===== config.mk =====
export PLATFORM = sky130hd
export DESIGN_NAME = cip_issue_ctl
export DESIGN_NICKNAME = d
export VERILOG_FILES = /design/src/rtl/cip_issue_ctl.sv
export SDC_FILE = /design/constraint.sdc
export NUM_CORES = 1
export LEC_CHECK = 0
export ABC_AREA = 1
export BUFFER_PORTS_ARGS = -buffer_cell sky130_fd_sc_hd__buf_4
export CORE_MARGIN = 1.5
export CORE_UTILIZATION = 45
export DETAILED_ROUTE_END_ITERATION = 10
export PLACE_DENSITY = 0.78
export REMOVE_ABC_BUFFERS = 1
export SKIP_CTS_REPAIR_TIMING = 1
export SYNTH_ARGS = -nofsm -noshare
export SYNTH_HDL_FRONTEND = slang
export SYNTH_SLANG_ARGS = --single-unit
export TNS_END_PERCENT = 30

===== constraint.sdc =====
create_clock -name clk -period 1.5 [get_ports clk]
set_input_delay 0.3 -clock clk [delete_from_list [all_inputs] [get_ports clk]]
set_output_delay 0.3 -clock clk [all_outputs]
set_load 0.05 [all_outputs]

===== src/rtl/cip_issue_ctl.sv =====
// cip_issue_ctl
//
// Builds the current instruction parcel (CIP) and, for two-parcel instructions,
// the lower instruction parcel (LIP) from the instruction-buffer parcel stream.
// It then holds the assembled instruction until the schedulers permit issue.
// The block also keeps the parcel address counter P and applies branch redirects.
//
// Ports
//   clk, rst        clock; synchronous active-high reset
//   i_nip/_vld      next parcel from the instruction buffers and its valid
//   o_nip_rd        parcel popped this cycle
//   i_fu_issue      OR of scheduler issue-permits for the held instruction
//   i_branch/_addr  redirect: flush the held instruction and reload P
//   o_cip, o_lip    held upper / lower parcel (o_lip is 0 for one-parcel)
//   o_cip_vld       a complete instruction is held
//   o_two_parcel    the held instruction is two-parcel
//   o_issue_vld     the held instruction issues this cycle
//   o_p_addr        address of the next parcel to consume
module cip_issue_ctl #(
  parameter int unsigned PW = 22
) (
  input  logic          clk,
  input  logic          rst,
  input  logic [15:0]   i_nip,
  input  logic          i_nip_vld,
  output logic          o_nip_rd,
  input  logic          i_fu_issue,
  input  logic          i_branch,
  input  logic [PW-1:0] i_branch_addr,
  output logic [15:0]   o_cip,
  output logic [15:0]   o_lip,
  output logic          o_cip_vld,
  output logic          o_two_parcel,
  output logic          o_issue_vld,
  output logic [PW-1:0] o_p_addr
);

  // StUpper: the upper parcel is held and the lower parcel is still awaited.
  typedef enum logic [1:0] {StEmpty, StUpper, StFull} state_e;

  state_e        state_q, state_d;
  logic [15:0]   cip_q, cip_d;
  logic [15:0]   lip_q, lip_d;
  logic          two_q, two_d;
  logic [PW-1:0] p_q, p_d;

  logic          issue;
  logic          nip_rd;
  logic          nip_two;

  // Two-parcel opcodes, gh = parcel[15:9] in octal:
  // 006-017, 020, 021, 040, 041, 100-137.
  function automatic logic is_two_parcel(input logic [15:0] parcel);
    logic [6:0] gh;
    gh = parcel[15:9];
    return ((gh >= 7'o006) && (gh <= 7'o021)) ||
           (gh == 7'o040) || (gh == 7'o041) ||
           ((gh >= 7'o100) && (gh <= 7'o137));
  endfunction

  assign nip_two = is_two_parcel(i_nip);

  // A branch or reset blocks both issue and pop in the same cycle.
  always_comb begin
    issue  = (state_q == StFull) & i_fu_issue & ~i_branch & ~rst;
    nip_rd = i_nip_vld & ~i_branch & ~rst & ((state_q != StFull) | issue);
  end

  always_comb begin
    state_d = state_q;
    cip_d   = cip_q;
    lip_d   = lip_q;
    two_d   = two_q;
    p_d     = p_q;

    if (i_branch) begin
      // cip_q is left as it is; it is not valid in StEmpty.
      state_d = StEmpty;
      lip_d   = '0;
      p_d     = i_branch_addr;
    end else begin
      if (nip_rd) begin
        p_d = p_q + PW'(1);
      end
      unique case (state_q)
        StEmpty: begin
          if (nip_rd) begin
            cip_d   = i_nip;
            lip_d   = '0;
            two_d   = nip_two;
            state_d = nip_two ? StUpper : StFull;
          end
        end
        StUpper: begin
          if (nip_rd) begin
            lip_d   = i_nip;
            state_d = StFull;
          end
        end
        StFull: begin
          if (issue) begin
            if (nip_rd) begin
              // Back-to-back issue: the next instruction loads as the current one leaves.
              cip_d   = i_nip;
              lip_d   = '0;
              two_d   = nip_two;
              state_d = nip_two ? StUpper : StFull;
            end else begin
              state_d = StEmpty;
            end
          end
        end
        default: state_d = StEmpty;
      endcase
    end
  end

  always_ff @(posedge clk) begin
    if (rst) begin
      state_q <= StEmpty;
      cip_q   <= '0;
      lip_q   <= '0;
      two_q   <= 1'b0;
      p_q     <= '0;
    end else begin
      state_q <= state_d;
      cip_q   <= cip_d;
      lip_q   <= lip_d;
      two_q   <= two_d;
      p_q     <= p_d;
    end
  end

  assign o_nip_rd     = nip_rd;
  assign o_issue_vld  = issue;
  assign o_cip_vld    = (state_q == StFull);
  assign o_cip        = cip_q;
  assign o_lip        = lip_q;
  assign o_two_parcel = two_q;
  assign o_p_addr     = p_q;

endmodule


==> metrics.md <==
| Metric | Value |
|---|---|
| Status | finished, violations left |
| Failing checks | negative setup slack |
| Yosys warns | 0 |
| Crit path kind | reg -> out |
| Final #Nets | 597 |
| Routability cong. | just under 0.9 |
| Drt drc | 0 |
| Synth Instances | around 420 |
| CP Capture Type | primary output |
| CP Max Fanout | 5 |
| Initial antenna violation count | 0 |
| DRT Wirelength | 9.20 mm |
| Via Count | 3,340 |
| Die span in x | 83.0 um |
| First-pass GRT wire length | 14.4 mm |
| Largest net degree at the start of global routing | 20 |
| Final period utilization | 104% |
| Critical Path AT | 1.26 ns |
| Final clock skew | ~0.011 ns |
| Clock Path Buffers | 2 |
| CORE AREA | 6060 um^2 |
| Leakage power total | 0.00190 uW |
| RSZ-0062 raised after global routing | yes |
| Hold Crit Class | in -> reg |
| Post-Syn Area | 2880 um^2 |
| Clk slew on worst S/H paths | 0.07 ns |
| Worst slew pin tran | 0.500 ns |
| Max Slew Vio Count | 0 |
| Max-Cap Viols | 0 |
| Worst rel slew slack | roughly 67% |
| Share of layout cells above drive strength 1 | just under 40% |
| TritonCTS clock tree | built |
| Fin Setup TNS | -0.0607 ns |
| Vias per cell | 5.28 |
| Yosys top cell by area | dfxtp_1 |
| # rows | 28 |
| Grt ovf | 0 |
| PwrDens | about 1000 nW/um^2 |
| Commonest non-fill, non-tap cells in the layout | buf_4 (130), nand2_1 (103), nor2_1 (56) |
| Pre-Repair DR Iteration Count | 4 |
| IO Port Bufs | 100 |
| Commonest non-fill, non-tap cell in the layout | buf_4 |
| Total die area | 6880 um^2 |
| Final worst setup slack | -0.0607 ns |
| Detailed Place HPWL | 6.32 mm |
| Number of global-route vias before repair | 3,177 |
| Area share of the largest cell type after synthesis | 39.7% |
| Post-route cell area | 4340 um^2 |
| Startpoint type of the worst setup path | flip-flop |
| Num CTS Buffers | 9 |
| Post-synthesis cell type count | 38 |
| Yosys reg bits | 57 |
| Starting Density | 47.5% |
| # IOs | around 100 |
| Top cells by area, synth | dfxtp_1 (40%), nand2_1 (14%), nor2_1 (8.3%), o21ai_0 (5.7%), a21oi_1 (4.2%) |
| Peak supply drop | slightly above 700 uV |
| Clock Sinks | 57 |
| Drt initial violations | 306 |
| Sequential share of the synthesized area | 39.7% |
| Latest clock arrival within the worst-skew pair | 0.34 ns |
| Drt wl/cell | 14.5 um |
| Final setup viols | 1 |
| Area added between synthesis and finish | 50.9% |
| Root Driver | clkbuf_8 |
| Die height | 83.0 um |
| Hold Vio Cnt, Final | 0 |
| Final Power | 4260 uW |
| Min Hold Slack | 0.197 ns |
| H-tree depth | 3 |
| WP data required | 1.20 ns |
| Syn avg cell area | 6.87 um^2 |
| Antenna violation net count after detailed routing | 0 |
| Final Core Density | ~72% |
| Placed cell areas | 3860 um^2 |
| Gr usage total | 25.3% |
| Antenna diodes | 0 |
| Minimum clock period | between 1.5 and 2 ns |
| Fmax | 641 MHz |
## cell usage after synthesis
cell      instances
a211oi_1          1
a21oi_1          24
a21oi_2          11
a31oi_1           5
buf_1             1
buf_2             2
buf_4             1
buf_6             7
clkbuf_1          5
clkinv_1          1
clkinv_2          1
dfxtp_1          57
ha_1              1
inv_1            31
inv_2             2
inv_4             1
inv_6             1
nand2_1         107
nand2_2           4
nand2_4           1
nand3_1          19
nand4_1           3
nor2_1           64
nor2_2           11
nor2_4            1
nor3_1            8
nor4_1            1
o211ai_1          4
o21a_1            1
o21ai_0          33
o21ai_1           2
o21ai_4           1
o21bai_1          1
o221ai_1          1
o22ai_1           1
o32ai_1           1
or2_0             1
xor2_1            2
## layer usage
layer | part of all wire, % | up-vias | track usage (%) | routed length, um
met4 | 1.0 | 0 | 6.82 | 93
met5 | 0 | - | 0 | 0
met3 | 9.7 | 11 | 8.15 | 896
li1 | - | 1620 | - | -
met1 | 42 | 1544 | 30.9 | 3870
met2 | 47 | 165 | 42.9 | 4340
## critical path, stage by stage, from the launching register on
cell	delay, ns
dfxtp_2	0.34
inv_2	0.05
nor2_4	0.09
nand2_2	0.08
nand2_4	0.12
clkinv_8	0.09
buf_12	0.15
## stage by stage
stage / std cells / worst slack (ns)
2_1_floorplan: 403 / -0.535
3_3_place_gp: 607 / 0.0159
3_5_place_dp: 607 / -0.0591
4_1_cts: 623 / -0.205
5_1_grt: 633 / -0.110
6_report: 633 / -0.0607
## power breakdown
group / total [uW] / switching [uW] / internal, uW
Clock: 1790 / 646 / 1150
Sequential: 1640 / 59.6 / 1580
Combinational: 828 / 522 / 306
## layout make-up
type,count,area [um^2]
Clock buffer,11,141
Clock inverter,5,103
Fill cell,490,1720
Inverter,37,156
Multi-Input combinational cell,309,1580
Sequential cell,57,1150
Tap cell,75,93.8
Timing Repair Buffer,138,1110
Timing Repair inverter,1,8.76
## kinds of logic after synthesis
group / count (synthesis) / share of synthesized area, %
adder cells (fa/ha/maj): 1 / 0.435
XOR/XNOR: 2 / 0.609
buffers and inverters: 53 / 9.26
AO/OA/AOI/OAI: 86 / 17.9
AND/OR/NAND/NOR: 220 / 32.1
flip-flops: 57 / 39.7
## sequential cells by signal, summed over array words and instances, names as in the netlist
signal,flops
o_cip,16
o_lip,16
o_p_addr,22
o_two_parcel,1
state_q,2
## final timing paths
kind                                  from         end  slack [ns]  cells past startpoint
worst max-delay path            state_q[1]    o_nip_rd       -0.06                      6
worst min-delay path              i_nip[6]    o_cip[6]        0.20                      3
worst max register to register  state_q[1]  state_q[1]        0.02                     10
worst min register to register    o_lip[0]    o_lip[0]        0.47                      2
(Power assumes the default switching activity.)
